==> src/rtl/tdm_demux_4ch.sv <==
// tdm_demux_4ch: receive side of the 4:1 TDM selection path.
// Collects four consecutive slot beats (slot 0 flagged by in_sof) into shadow
// registers and commits them to out0..out3 together, on the edge that samples
// the slot-3 beat. A frame restarted early by in_sof is dropped and counted.
module tdm_demux_4ch #(
  parameter int WIDTH = 8,
  parameter int CNT_W = 8
) (
  input  logic             clk,
  input  logic             rst,
  input  logic             in_valid,
  input  logic             in_sof,
  input  logic [WIDTH-1:0] in_data,
  output logic [WIDTH-1:0] out0,
  output logic [WIDTH-1:0] out1,
  output logic [WIDTH-1:0] out2,
  output logic [WIDTH-1:0] out3,
  output logic             out_valid,
  output logic             frame_err,
  output logic [CNT_W-1:0] err_cnt,
  output logic [1:0]       slot
);

  typedef enum logic {
    IDLE,
    RECV
  } state_t;

  localparam logic [CNT_W-1:0] CNT_MAX = {CNT_W{1'b1}};
  localparam logic [CNT_W-1:0] CNT_ONE = {{(CNT_W-1){1'b0}}, 1'b1};

  state_t state_q, state_d;

  logic [1:0]       slot_q, slot_d;
  logic [WIDTH-1:0] shadow0_q, shadow0_d;
  logic [WIDTH-1:0] shadow1_q, shadow1_d;
  logic [WIDTH-1:0] shadow2_q, shadow2_d;
  logic [WIDTH-1:0] out0_q, out0_d;
  logic [WIDTH-1:0] out1_q, out1_d;
  logic [WIDTH-1:0] out2_q, out2_d;
  logic [WIDTH-1:0] out3_q, out3_d;
  logic             out_valid_q, out_valid_d;
  logic             frame_err_q, frame_err_d;
  logic [CNT_W-1:0] err_cnt_q, err_cnt_d;

  // State register: IDLE until a start-of-frame beat arrives.
  always_ff @(posedge clk or posedge rst) begin
    if (rst) begin
      state_q <= IDLE;
    end else begin
      state_q <= state_d;
    end
  end

  // Next state: sof opens a frame, the slot-3 beat closes it; early sof stays in RECV.
  always_comb begin
    state_d = state_q;
    if (in_valid) begin
      case (state_q)
        IDLE: begin
          if (in_sof) begin
            state_d = RECV;
          end
        end
        RECV: begin
          if (!in_sof && (slot_q == 2'd3)) begin
            state_d = IDLE;
          end
        end
        default: state_d = IDLE;
      endcase
    end
  end

  // Datapath next values: shadow capture, commit on slot 3, error pulse and saturating count.
  always_comb begin
    slot_d      = slot_q;
    shadow0_d   = shadow0_q;
    shadow1_d   = shadow1_q;
    shadow2_d   = shadow2_q;
    out0_d      = out0_q;
    out1_d      = out1_q;
    out2_d      = out2_q;
    out3_d      = out3_q;
    out_valid_d = 1'b0;
    frame_err_d = 1'b0;
    err_cnt_d   = err_cnt_q;
    if (in_valid) begin
      if (state_q == IDLE) begin
        if (in_sof) begin
          shadow0_d = in_data;
          slot_d    = 2'd1;
        end
      end else if (in_sof) begin
        frame_err_d = 1'b1;
        if (err_cnt_q != CNT_MAX) begin
          err_cnt_d = err_cnt_q + CNT_ONE;
        end
        shadow0_d = in_data;
        slot_d    = 2'd1;
      end else begin
        case (slot_q)
          2'd1: begin
            shadow1_d = in_data;
            slot_d    = 2'd2;
          end
          2'd2: begin
            shadow2_d = in_data;
            slot_d    = 2'd3;
          end
          2'd3: begin
            out0_d      = shadow0_q;
            out1_d      = shadow1_q;
            out2_d      = shadow2_q;
            out3_d      = in_data;
            out_valid_d = 1'b1;
            slot_d      = 2'd0;
          end
          default: slot_d = slot_q;
        endcase
      end
    end
  end

  // Datapath registers: everything returns to zero on reset.
  always_ff @(posedge clk or posedge rst) begin
    if (rst) begin
      slot_q      <= 2'd0;
      shadow0_q   <= '0;
      shadow1_q   <= '0;
      shadow2_q   <= '0;
      out0_q      <= '0;
      out1_q      <= '0;
      out2_q      <= '0;
      out3_q      <= '0;
      out_valid_q <= 1'b0;
      frame_err_q <= 1'b0;
      err_cnt_q   <= '0;
    end else begin
      slot_q      <= slot_d;
      shadow0_q   <= shadow0_d;
      shadow1_q   <= shadow1_d;
      shadow2_q   <= shadow2_d;
      out0_q      <= out0_d;
      out1_q      <= out1_d;
      out2_q      <= out2_d;
      out3_q      <= out3_d;
      out_valid_q <= out_valid_d;
      frame_err_q <= frame_err_d;
      err_cnt_q   <= err_cnt_d;
    end
  end

  assign out0      = out0_q;
  assign out1      = out1_q;
  assign out2      = out2_q;
  assign out3      = out3_q;
  assign out_valid = out_valid_q;
  assign frame_err = frame_err_q;
  assign err_cnt   = err_cnt_q;
  assign slot      = slot_q;

endmodule

==> config.mk <==
export PLATFORM = sky130hd
export DESIGN_NAME = tdm_demux_4ch
export DESIGN_NICKNAME = d
export VERILOG_FILES = /design/src/rtl/tdm_demux_4ch.sv
export SDC_FILE = /design/constraint.sdc
export NUM_CORES = 1
export LEC_CHECK = 0
export CORE_ASPECT_RATIO = 0.8
export CORE_MARGIN = 1.5
export CORE_UTILIZATION = 25
export CTS_CLUSTER_SIZE = 30
export DETAILED_ROUTE_END_ITERATION = 12
export MAX_ROUTING_LAYER = met4
export PLACE_DENSITY = 0.44
export SETUP_SLACK_MARGIN = 0.05
export SLEW_MARGIN = 20
export SYNTH_ARGS = -nofsm -noshare
export SYNTH_HDL_FRONTEND = slang
export SYNTH_SLANG_ARGS = --single-unit
==> constraint.sdc <==
create_clock -name clk -period 2.6 [get_ports clk]
set_clock_uncertainty 0.15 [all_clocks]
set_input_delay 0.39 -clock clk [delete_from_list [all_inputs] [get_ports clk]]
set_output_delay 0.39 -clock clk [all_outputs]
set_load 0.02 [all_outputs]
==> qor.yml, run 1 <==
floorplan:
  die_y_um: 96.6
  initial_core_util_pct: 26.2
  core-area_um2: 10400
  ioPinCount: 56
  std_cell_rows: 33
  dieArea_um2: 11600
  die_w_um: 120
timing:
  slew_viol_final: 0
  layout_min_cycle_time_ns: 1.98
  setup_viol: 0
  slew_headroom_pct: 68.1
  min_period_over_period_pct: 76.2
  rsz0062_at_grt: "no"
  fmax_mhz: 505
  tightest_slew_ns: 0.477
  hold_ws_ns: 0.298
  timing.setup.tns_ns: 0
  hold_viol: 0
grt:
  antenna_found_initial: 0
  grt_pass1_vias: 1682
  grt_usage_pct: 10.9
  grt_max_degree: 70
  grt_pass1_wl_um: 9030
  grt-ovfl-total: 0
finish:
  fin_nets: 267
  area_growth_syn_to_layout_pct: 37.2
  fillers: 1016
  drive_above_1_share_pct: 31.0
  seq_area_um2: 1730
  n_antenna_cell: 0
  multiInputGateArea_um2: 968
clocking:
  clock_sinks: 69
  hold_buffers: 0
  cts_buffers: 9
  clock_latency_ns: 0.33
  clk_pin_slew_ns: 0.05
  cts_tree: "yes"
  htreeDepth: 3
  cts_root_buffer: "clkbuf_16"
  cts_resized: 0
  cts_buffer_depth: 2
  cts_setup_buffers: 0
routing:
  wl_per_cell_um: 14.0
  drcViolationCount: 0
  drt_wl_total_um: 5540
  vias: 1691
  firstDrtPassIters: 4
  drtAntennaViolNets: 0
  via_per_inst: 4.28
  drtIter0Drc: 48
setup_path:
  start_kind: "input port"
  cp_max_fo: 8
  r2r_setup_slack_ns: 0.78
  cp.buffers_inverters: 1
  r2r_end: "out1[6]$_DFFE_PP0P_"
  crit_path_start: "in_valid"
  cp-endpoint: "err_cnt[6]$_DFFE_PP0P_"
  cp-end-kind: "register"
  worstPathCellList: "clkdlybuf4s50_1 > and3_1 > nand4_2 > or2_1 > mux2_4"
  rr_worst_depth: 4
  crit_cells: 5
  cpLargestDelayFamily: "simple AND/OR/NAND/NOR gates"
  cp_data_required_time_ns: 2.66
  r2r-start: "slot[0]$_DFFE_PP0P_"
  crit_arrival_ns: 2.04
  path_class: "in2reg"
  slowest_delay_ns: 0.58
  cp_slowest_cell: "clkdlybuf4s50_1"
synth:
  syn-num-nets: 202
  yosysUniqueCellTypes: 24
  async_flop_share_pct: 100
  yosys.area.top_type: "dfrtp_1"
  synth_flop_cell: "dfrtp_1"
  syn_inst: 185
  yosys_warnings: 0
  synth_seq_area_share_pct: 63.1
  synth-edff-count: 0
  syn_area_um2: 2740
  synth_commonest_cells: "dfrtp_1 (69), mux2_2 (59), nand2_1 (14)"
  avgSynthCellArea_um2: 14.8
  synth.most_common_cell: "dfrtp_1"
  yosys.area.top_type_share_pct: 63.1
  synth_area_leaders: "dfrtp_1 (63%), mux2_2 (24%), ha_1 (2.3%)"
  ys_ff_latch: 69
place:
  hpwl_um: 3520
  gp_congestion: 0.671
  io_buffers: 55
worst_hold_path:
  min_path_type: "in2async"
outcome:
  run_status: "complete, no violations"
power:
  peakVddDrop_uv: 333
  cellPowerDensity_nw_per_um2: 1220
  p_leak_nw: 1.66
flow_run:
  drv_cap: 0
[worst reg2reg max path: cells and delay by family (launching register included)]
family,cells,cell delay [ns]
DFF,1,0.44
adders and majority gates,1,0.25
muxes,1,0.40
and+or+nand+nor,1,0.06
buffers and inverters,1,0.41
[metrics by stage]
step	util, %	instances	setup slack [ns]	instance area [um2]	power [mW]
2_1_floorplan	-	185	0.320	2740	2.71
3_3_place_gp	33.3	379	0.322	3470	3.48
3_5_place_dp	33.3	379	0.290	3470	3.50
4_1_cts	35.9	395	0.601	3750	4.67
5_1_grt	35.9	395	0.505	3750	4.87
6_report	35.9	395	0.619	3750	4.58
[sequential cells by signal (all words and copies together) (netlist names)]
name       flops
err_cnt        8
frame_err      1
out0           8
out1           8
out2           8
out3           8
out_valid      1
shadow0_q      8
shadow1_q      8
shadow2_q      8
slot           2
state_q        1
[worst min-delay path by stage]
| stage | startpoint | depth (start not counted) | to | slack, ns |
|---|---|---|---|---|
| 6_report | rst | 3 | slot[0]$_DFFE_PP0P_ | 0.30 |
| 5_1_grt | rst | 3 | slot[0]$_DFFE_PP0P_ | 0.34 |
| 4_1_cts | rst | 3 | out0[4]$_DFFE_PP0P_ | 0.32 |
| 3_5_place_dp | shadow0_q[7]$_DFFE_PP0P_ | 1 | out0[7]$_DFFE_PP0P_ | 0.34 |
| 3_3_place_gp | shadow1_q[3]$_DFFE_PP0P_ | 1 | out1[3]$_DFFE_PP0P_ | 0.33 |
| 2_1_floorplan | shadow0_q[7]$_DFFE_PP0P_ | 1 | out0[7]$_DFFE_PP0P_ | 0.32 |
[report_power, final]
part	internal, mW	switching [mW]	total [mW]
clock network	0.696	0.430	1.13
logic	0.911	0.749	1.66
registers	1.52	0.277	1.80
total	3.13	1.46	4.58
[cell type report]
class                           instances  share of cell area (%)
Clock inverter                          3                   0.533
Inverter                                5                   0.500
Timing Repair Buffer                   58                    15.6
Clock buffer                           13                    6.93
Tap cell                              140                    4.67
Sequential cell                        69                    46.0
Multi-Input combinational cell        107                    25.8
[cell families after synthesis]
group | count (synthesis) | share of synthesized area, %
compound gates | 9 | 1.92
xor+xnor | 1 | 0.320
fa+ha+maj | 5 | 2.29
buf+inv | 9 | 1.51
flops | 69 | 63.1
mux | 61 | 25.2
simple gates | 31 | 5.67
[routing by layer]
metal	share of wire, %	global-route usage, %
met1	48	13.7
met2	45	15.5
met3	5.6	4.69
met4	1.6	4.46
met5	0	-
[layout by cell type, fill, tap and decap left out, types with 2 or more instances in the layout]
| master | n |
|---|---|
| dfrtp_1 | 69 |
| mux2_2 | 59 |
| clkdlybuf4s50_1 | 55 |
| nand2_1 | 14 |
| clkbuf_16 | 9 |
| a21oi_1 | 5 |
| ha_1 | 5 |
| inv_1 | 4 |
| nor2_1 | 4 |
| and3_1 | 4 |
| nand4_1 | 2 |
| nand2b_1 | 2 |
| clkbuf_8 | 2 |
| clkbuf_1 | 2 |
| clkinvlp_4 | 2 |
| buf_4 | 2 |
(Power assumes the default switching activity.)
==> run 2, diff against run 1 <==
==> constraint.sdc (replaced) <==
create_clock -name clk -period 2 [get_ports clk]
set_clock_uncertainty 0.15 [all_clocks]
set_input_delay 0.3 -clock clk [delete_from_list [all_inputs] [get_ports clk]]
set_output_delay 0.3 -clock clk [all_outputs]
set_load 0.02 [all_outputs]
==> qor.yml, run 2 (synthesized netlist as in run 1, its figures left out) <==
outcome:
  run_status: "complete, no violations"
setup_path:
  cpLargestDelayFamily: "buffers and inverters"
  crit_cells: 1  # -4
  crit_arrival_ns: 1.43  # -0.61 ns
  slowest_delay_ns: 0.65  # +0.07 ns
  worstPathCellList: "clkdlybuf4s50_1"
  start_kind: "register"
  cp_data_required_time_ns: 1.55  # -1.11 ns
  rr_worst_depth: 4  # unchanged
  cp-end-kind: "output port"
  cp_max_fo: 7  # -1
  path_class: "reg2out"
  cp_slowest_cell: "clkdlybuf4s50_1"
  cp.buffers_inverters: 1  # unchanged
finish:
  layout_common_cells: "dfrtp_1 (69), mux2_2 (59), clkdlybuf4s50_1 (55), nand2_1 (14), clkbuf_16 (9)"
  fin_area_um2: 3880  # +3.3%
  final_cell_count_no_fill: 402  # +1.8%
  multiInputGateArea_um2: 968  # unchanged
  fin_nets: 274  # +2.6%
  final_util_pct: 37.1  # +1.2 points
  final_common_cell: "dfrtp_1"
  seq_area_um2: 1730  # unchanged
  drive_above_1_share_pct: 33.6  # +2.6 points
  n_antenna_cell: 0  # unchanged
  fillers: 1014  # -0.20%
  area_growth_syn_to_layout_pct: 41.7
power:
  p_int_mw: 4.16  # +33%
  clkPwrFrac_pct: 25.3  # +0.7 points
  p_seq_share_pct: 38.6  # -0.6 points
  p_comb_share_pct: 36.2  # about the same
  p_leak_nw: 1.73  # +4.0%
  cellPowerDensity_nw_per_um2: 1560  # +28%
  p_sw_mw: 1.90  # +31%
  swShare_pct: 31.4  # -0.40 points
  p_total_mw: 6.06  # +32%
  peakVddDrop_uv: 655  # +97%
floorplan:
  ioPinCount: 56  # unchanged
  std_cell_rows: 33  # unchanged
  initial_core_util_pct: 26.2  # unchanged
  die_w_um: 120  # unchanged
  dieArea_um2: 11600  # unchanged
  die_y_um: 96.6  # unchanged
  core-area_um2: 10400  # unchanged
place:
  hpwl_um: 3730  # +6.0%
  placed_area_um2: 3580  # +3.1%
  gp_congestion: 0.754  # +12%
  io_buffers: 55  # unchanged
  dp.cells: 386  # +1.8%
  dp_slack_ns: -0.0570  # -0.347 ns
timing:
  tightest_slew_ns: 0.307  # -0.170 ns
  setup_viol: 0  # unchanged
  min_period_over_period_pct: 93.8
  hold_viol: 0  # unchanged
  worst_slack_ns: 0.125  # -0.494 ns
  rsz0062_at_grt: "no"
  timing.setup.tns_ns: 0  # unchanged
  hold_ws_ns: 0.132  # -0.166 ns
  fmax_mhz: 533
  slew_headroom_pct: 79.5  # +11 points
  slew_viol_final: 0  # unchanged
  layout_min_cycle_time_ns: 1.88
routing:
  drtIter0Drc: 32  # -33%
  drt_wl_total_um: 5600  # +1.1%
  drcViolationCount: 0  # unchanged
  drtAntennaViolNets: 0  # unchanged
  wl_per_cell_um: 13.9  # -0.62%
  vias: 1678  # -0.77%
  firstDrtPassIters: 4  # unchanged
  via_per_inst: 4.17  # -2.5%
grt:
  antenna_found_initial: 0  # unchanged
  grt_usage_pct: 11.3  # +0.35 points
  grt_pass1_vias: 1762  # +4.8%
  grt_max_degree: 34  # -51%
  grt-ovfl-total: 0  # unchanged
  grt_pass1_wl_um: 9430  # +4.5%
clocking:
  hold_buffers: 0  # unchanged
  clk_pin_slew_ns: 0.05  # about the same
  cts_root_buffer: "clkbuf_16"
  cts_resized: 0  # unchanged
  cts_buffer_depth: 2  # unchanged
  htreeDepth: 3  # unchanged
  clock_sinks: 69  # unchanged
  cts_tree: "yes"
  cts_buffers: 9  # unchanged
  cts_setup_buffers: 0  # unchanged
  clock_latency_ns: 0.33  # about the same
worst_hold_path:
  min_path_type: "in2async"
flow_run:
  drv_cap: 0  # unchanged
-- run 2: cell count changes in the layout (fill, tap and decap cells not counted) --
cell,change
buf_12,+4
clkbuf_8,+2
clkbuf_1,-2
buf_4,+3
clkinv_2,+1
inv_2,-1
-- run 2: path summary, 6_finish.rpt --
kind,from,to,slack (ns)
setup reg to reg,slot[0]$_DFFE_PP0P_,out0[5]$_DFFE_PP0P_,0.34
min in group clk,shadow1_q[0]$_DFFE_PP0P_,shadow1_q[0]$_DFFE_PP0P_,0.35
max in group asynchronous,rst,out3[0]$_DFFE_PP0P_,1.12
setup / recovery,err_cnt[3]$_DFFE_PP0P_,err_cnt[3],0.12
hold / removal,rst,out1[7]$_DFFE_PP0P_,0.13
hold reg to reg,shadow1_q[0]$_DFFE_PP0P_,shadow1_q[0]$_DFFE_PP0P_,0.35
-- run 2: power by group through the flow --
stage / Clock, mW / Combinational [mW] / Sequential (mW)
finish: 1.53 / 2.19 / 2.34
global route: 1.65 / 2.36 / 2.43
CTS: 1.59 / 2.23 / 2.35
detailed placement: 0 / 2.22 / 2.37
global placement: 0 / 2.19 / 2.36
floorplan: 0 / 0.764 / 2.76
-- run 2: per-layer routing --
layer,global-route usage (%),vias to the layer above,wire length [um]
li1,-,803,-
met1,13.7,827,2610
met2,16.9,40,2580
met3,4.34,8,303
met4,4.76,0,112
met5,-,-,0
-- run 2: layout make-up --
| class | count | area share (%) |
|---|---|---|
| sequential | 69 | 44.5 |
| multi-input combinational | 107 | 25.0 |
| timing repair buffer | 65 | 17.7 |
| clock buffer | 13 | 7.23 |
| tap | 140 | 4.52 |
| inverter | 5 | 0.581 |
| clock inverter | 3 | 0.452 |
